## config.mk

```make
export PLATFORM = sky130hd
export DESIGN_NAME = ppu_pixel_fifo
export DESIGN_NICKNAME = d
export VERILOG_FILES = /design/src/rtl/ppu_pixel_fifo.sv
export SDC_FILE = /design/constraint.sdc
export NUM_CORES = 1
export LEC_CHECK = 0
export BUFFER_PORTS_ARGS = -buffer_cell sky130_fd_sc_hd__buf_2
export CORE_MARGIN = 8
export CORE_UTILIZATION = 55
export DETAILED_ROUTE_END_ITERATION = 12
export PLACE_DENSITY = 0.74
export SLEW_MARGIN = 20
export SYNTH_ARGS = -nofsm -noshare
export SYNTH_HDL_FRONTEND = slang
export SYNTH_SLANG_ARGS = --single-unit
```

## constraint.sdc

```tcl
create_clock -name clk -period 6.4 [get_ports clk]
set_input_delay 0 -clock clk [delete_from_list [all_inputs] [get_ports clk]]
set_output_delay 0 -clock clk [all_outputs]
set_load 0.01 [all_outputs]
```

## src/rtl/ppu_pixel_fifo.sv

```systemverilog
// ppu_pixel_fifo: elastic RGB222 byte buffer between the ppu strobe/ack output
// and the vga_driver pixel input. Streams one byte per active (de) cycle once a
// frame boundary finds enough prefill, and outputs black otherwise. Bits [1:0]
// of every emitted byte are forced low so pixel data never looks like the
// vga_driver 2'b11 counter-reset code.
// Optional build macro: FIFO_STATS_EN adds the saturating underrun_cnt output.
module ppu_pixel_fifo #(
  parameter int unsigned DEPTH   = 16,
  parameter int unsigned ADDR_W  = 4,
  parameter int unsigned PREFILL = 8
) (
  input  logic              clk,
  input  logic              rst,
  input  logic [7:0]        in_data,
  input  logic              in_stb,
  output logic              in_ack,
  input  logic              de,
  input  logic              vsync,
  output logic [7:0]        pix_data,
  output logic              underrun,
  output logic [ADDR_W:0]   level
`ifdef FIFO_STATS_EN
  , output logic [15:0]     underrun_cnt
`endif
);

  localparam int unsigned PTR_W = ADDR_W + 1;

  typedef enum logic {
    S_FILL   = 1'b0,
    S_STREAM = 1'b1
  } state_e;

  state_e             state_q, state_d;
  logic [PTR_W-1:0]   wr_ptr_q, wr_ptr_d;
  logic [PTR_W-1:0]   rd_ptr_q, rd_ptr_d;
  logic [PTR_W-1:0]   level_q, level_d;
  logic               in_ack_q, in_ack_d;
  logic [7:0]         pix_data_q, pix_data_d;
  logic               underrun_q, underrun_d;
  logic               vsync_q, vsync_d;
  logic [7:0]         mem_q [DEPTH];

  logic               full, empty, frame_start;
  logic               push, pop, underrun_evt;
  logic [7:0]         head;

`ifdef FIFO_STATS_EN
  logic [15:0]        underrun_cnt_q, underrun_cnt_d;
`endif

  // Occupancy flags from the wrap-bit pointers
  always_comb begin
    full        = (wr_ptr_q[ADDR_W] != rd_ptr_q[ADDR_W]) &&
                  (wr_ptr_q[ADDR_W-1:0] == rd_ptr_q[ADDR_W-1:0]);
    empty       = (wr_ptr_q == rd_ptr_q);
    frame_start = vsync_q && !vsync;
  end

  // State register
  always_ff @(posedge clk) begin
    if (rst) state_q <= S_FILL;
    else     state_q <= state_d;
  end

  // Next-state: wait for a prefilled frame start, fall back on underrun
  always_comb begin
    state_d = state_q;
    case (state_q)
      S_FILL:   if (frame_start && (level_q >= PTR_W'(PREFILL))) state_d = S_STREAM;
      S_STREAM: if (de && empty) state_d = S_FILL;
      default:  state_d = S_FILL;
    endcase
  end

  // Datapath/outputs: handshake, pop, pixel masking and sticky underrun
  always_comb begin
    push         = in_stb && !full && !in_ack_q;
    pop          = (state_q == S_STREAM) && de && !empty;
    underrun_evt = (state_q == S_STREAM) && de && empty;
    head         = mem_q[rd_ptr_q[ADDR_W-1:0]];
    wr_ptr_d     = wr_ptr_q + PTR_W'(push);
    rd_ptr_d     = rd_ptr_q + PTR_W'(pop);
    level_d      = wr_ptr_d - rd_ptr_d;
    in_ack_d     = push;
    pix_data_d   = pop ? {head[7:2], 2'b00} : 8'h00;
    underrun_d   = underrun_q | underrun_evt;
    vsync_d      = vsync;
`ifdef FIFO_STATS_EN
    underrun_cnt_d = underrun_cnt_q;
    if (underrun_evt && (underrun_cnt_q != 16'hFFFF)) underrun_cnt_d = underrun_cnt_q + 16'd1;
`endif
  end

  // Control and output registers
  always_ff @(posedge clk) begin
    if (rst) begin
      wr_ptr_q   <= '0;
      rd_ptr_q   <= '0;
      level_q    <= '0;
      in_ack_q   <= 1'b0;
      pix_data_q <= 8'h00;
      underrun_q <= 1'b0;
      vsync_q    <= 1'b1;
    end else begin
      wr_ptr_q   <= wr_ptr_d;
      rd_ptr_q   <= rd_ptr_d;
      level_q    <= level_d;
      in_ack_q   <= in_ack_d;
      pix_data_q <= pix_data_d;
      underrun_q <= underrun_d;
      vsync_q    <= vsync_d;
    end
  end

`ifdef FIFO_STATS_EN
  // Saturating underrun event counter
  always_ff @(posedge clk) begin
    if (rst) underrun_cnt_q <= 16'h0000;
    else     underrun_cnt_q <= underrun_cnt_d;
  end

  assign underrun_cnt = underrun_cnt_q;
`endif

  // Storage array; contents survive reset and underrun, only pointers matter
  always_ff @(posedge clk) begin
    if (push && !rst) mem_q[wr_ptr_q[ADDR_W-1:0]] <= in_data;
  end

  assign in_ack   = in_ack_q;
  assign pix_data = pix_data_q;
  assign underrun = underrun_q;
  assign level    = level_q;

endmodule
```

==> metrics.md <==
| Metric | Value |
|---|---|
| CP arrival | about 3.7 ns |
| Cell family with most CP delay | adder cells |
| Via density | between 5 and 6 |
| Worst path required time | a little under 7 ns |
| Drt first pass iters | 4 |
| # H-tree levels | 4 |
| Latest clock arrival within the worst-skew pair | 0.51 ns |
| 1st-iter DRT viols | around 170 |
| Distinct cells, synth | 39 |
| I/O pin count | 28 |
| Hold Violations, Final | 0 |
| Final Util | 67.5% |
| Most used cell, CP | nor2_1 |
| FMAX | between 300 and 400 MHz |
| WL/cell | 20.0 µm |
| CTS sink count | approximately 120 |
| Antenna violations before repair | 0 |
| Global-route wire length before repair | ~15000 µm |
| PortBufs | 23 |
| Area grow syn2layout | 19.0% |
| Ratio of cells with drive above 1 in the final layout | between 20% and 30% |
| Power Dens Cells | 315 nW/µm² |
| Worst setup SP type | flip-flop |
| Final min period | 3.27 ns |
| Period utilization | 51.0% |
| Max VDD drop | approximately 270 µV |
| Site Rows | 34 |
| Total CTS buffers | 17 |
| Full die area | about 12000 µm² |
| Switching pwr | 0.374 mW |
| Vias | between 2000 and 3000 |
| CP Max Fanout | 18 |
| Largest net degree at the start of global routing | 38 |
| Clk pwr share | about half |
| Synth Cell Area | 4950 µm² |
| DP HPWL | ~6000 µm |
| N_diodes | 0 |
| Syn. warnings | 0 |
| Max-cap check violation count | 0 |
| Clk Tree Root Cell | clkbuf_8 |
| Clk buf depth | 2 |
| Post-route DRC violation count | 0 |
| Seq/Total Area, Yosys | between 60% and 70% |
| # nets final | 383 |
| Worst-path cell chain | xnor2_1, nand4_1, nor2_1, nor2_1, ha_1, ha_1, inv_1, fa_1, a21o_1, a21oi_1, xnor3_1, nor2_1 |
| CP Buf/Inv Count | 1 |
| Initial Util | a little under three fifths |
| Seq pwr share | 46.6% |
| Combinational share of power | under 10% |
| Setup crit end kind | flip-flop |
| Die Wd | 111 µm |
| Static leakage | slightly above 2 nW |
| Net switching fraction of the power | 20.2% |
| Unrepaired setup endpoints after global routing | false |
| Grt ovf | 0 |
| Core footprint | about 8700 µm² |
| Overall routed net length | approximately 9600 µm |
| Final setup viols | 0 |
| Worst slew margin | a little under two fifths |
| P_int | around 1.5 mW |
| Pins Over Slew Limit | 0 |
| RD Place Congestion | roughly 0.76 |
| Sum Neg Setup Slack | 0 ns |
| GRT Overall Usage | 16.3% |
| Clock Pin Slew Worst Setup and Hold Paths | 0.06 ns |
| CTS tree | yes |
| ANT nets after route | 0 |
| Worst min-delay path class | input pin to flip-flop |
| Vias in the first global route | about 2900 |
| Top_reg_cell synth | edfxtp_1 |
| Post-synth ARST share | 0% |
| CTS resizes | 0 |
| Die Y | ~110 µm |
| WS Path Type | flip-flop to flip-flop |
| Largest stage delay, worst path | between 0.8 and 0.9 ns |
| Slowest CP cell | dfxtp_1 |
| Syn Inst Count | 311 |
| Status | finished clean |
| Avg Inst Size Synth | between 15 and 20 µm² |
| EDFF count, synth | 96 |
| Worst Tran Pin Value | approximately 0.93 ns |
| Synth Register Bits | about 120 |
| Clk_skew | 0.0102 ns |
-- cells by family after synthesis --
| family | share of synthesized area [%] |
|---|---|
| buffers and inverters | 3.29 |
| other | 0.0758 |
| XOR/XNOR | 2.76 |
| flip-flops | 68.4 |
| AND/OR/NAND/NOR | 7.96 |
| multiplexers | 11.0 |
| adder cells (fa/ha/maj) | 2.43 |
| AO/OA/AOI/OAI | 4.12 |
-- placed cells by master (no fill, tap or decap), types with 3 or more instances in the layout --
cell and count:
a21oi_1 7, a221oi_1 12, buf_2 23, buf_4 15, bufinv_16 3, clkbuf_16 16, clkinv_2 3, clkinvlp_4 5
dfxtp_1 24, dlygate4sd3_1 11, edfxtp_1 96, ha_1 8, inv_1 8, mux2i_1 24, mux4_1 9, mux4_2 3
nand2_1 3, nand2b_1 9, nand3_1 3, nor2_1 19, nor2b_1 8, nor3_1 12, nor4_1 13, o21ai_0 5
xnor2_1 9, xor2_1 4
-- registers in the layout, summed over array words and instances (netlist names) --
register  count
in_ack        1
rd_ptr_q      5
level         5
underrun      1
state_q       1
vsync_q       1
pix_data      6
mem_q        96
wr_ptr_q      5
-- through the flow --
step	total power [mW]	cells	setup WS (ns)	hold WS [ns]	instance area [µm²]
floorplan	0.912	312	3.82	0.0989	4950
global placement	0.932	439	3.17	0.200	5180
detailed placement	0.936	439	3.15	0.211	5180
CTS	1.86	482	3.11	0.0792	5880
global route	1.91	482	2.86	0.136	5890
finish	1.86	482	3.13	0.0924	5890
-- routing by layer --
| layer | up-vias | GRT usage [%] | share of wire (%) |
|---|---|---|---|
| li1 | 1297 | - | - |
| met1 | 1376 | 20.8 | 43 |
| met2 | 84 | 24.4 | 49 |
| met3 | 17 | 4.82 | 6.3 |
| met4 | 0 | 8.74 | 2.0 |
| met5 | - | 0 | 0 |
-- final timing paths --
kind,startpoint,to,slack (ns),depth (start not counted)
worst max-delay path,rd_ptr_q[1]$_SDFF_PP0_,level[4]$_SDFF_PP0_,3.13,12
worst min register to register,underrun$_SDFF_PP0_,underrun$_SDFF_PP0_,0.48,1
worst min-delay path,in_stb,wr_ptr_q[0]$_SDFF_PP0_,0.09,6
worst max register to register,rd_ptr_q[1]$_SDFF_PP0_,level[4]$_SDFF_PP0_,3.13,12
-- Yosys cell counts (4+ instances only) --
| cell | n | area, µm² |
|---|---|---|
| edfxtp_1 | 96 | 2880 |
| dfxtp_1 | 25 | 500 |
| mux2i_1 | 24 | 240 |
| nor2_1 | 19 | 71.3 |
| nor4_1 | 14 | 87.6 |
| a221oi_1 | 12 | 105 |
| nor3_1 | 12 | 60.1 |
| mux4_1 | 9 | 236 |
| nand2b_1 | 9 | 56.3 |
| xnor2_1 | 9 | 78.8 |
| ha_1 | 8 | 100 |
| inv_1 | 8 | 30.0 |
| nor2b_1 | 8 | 50.1 |
| a21oi_1 | 7 | 35.0 |
| buf_2 | 6 | 30.0 |
| clkbuf_1 | 5 | 18.8 |
| o21ai_0 | 5 | 25.0 |
| xor2_1 | 4 | 35.0 |
-- repair_timing --
item / 4_1_cts / 5_1_grt
hold buffers: 11 / 0
buffers inserted: 0 / 0
hold endpoints to repair: 114 / 0
-- final cells by class --
cell class | instances | area (µm²)
flip-flops and latches | 121 | 3380
repair buffers | 49 | 338
fillers | 572 | 2830
inverters | 8 | 30.0
clock buffers | 20 | 435
clock inverters | 12 | 151
well taps | 108 | 135
multi-input cells | 164 | 1410
-- power by group through the flow --
| stage | clock [mW] | combinational (mW) | sequential (mW) |
|---|---|---|---|
| 2_1_floorplan | 0 | 0.0348 | 0.878 |
| 3_3_place_gp | 0 | 0.0529 | 0.880 |
| 3_5_place_dp | 0 | 0.0553 | 0.880 |
| 4_1_cts | 0.940 | 0.0609 | 0.864 |
| 5_1_grt | 0.977 | 0.0673 | 0.865 |
| 6_report | 0.929 | 0.0612 | 0.864 |
-- worst register-to-register path, stage by stage (launching register included) --
cell	delay, ns
dfxtp_1	0.81
xnor2_1	0.19
nand4_1	0.24
nor2_1	0.15
nor2_1	0.08
ha_1	0.20
ha_1	0.29
inv_1	0.08
fa_1	0.44
a21o_1	0.20
a21oi_1	0.18
xnor3_1	0.24
nor2_1	0.09
Power figures use the tool's default switching activity.
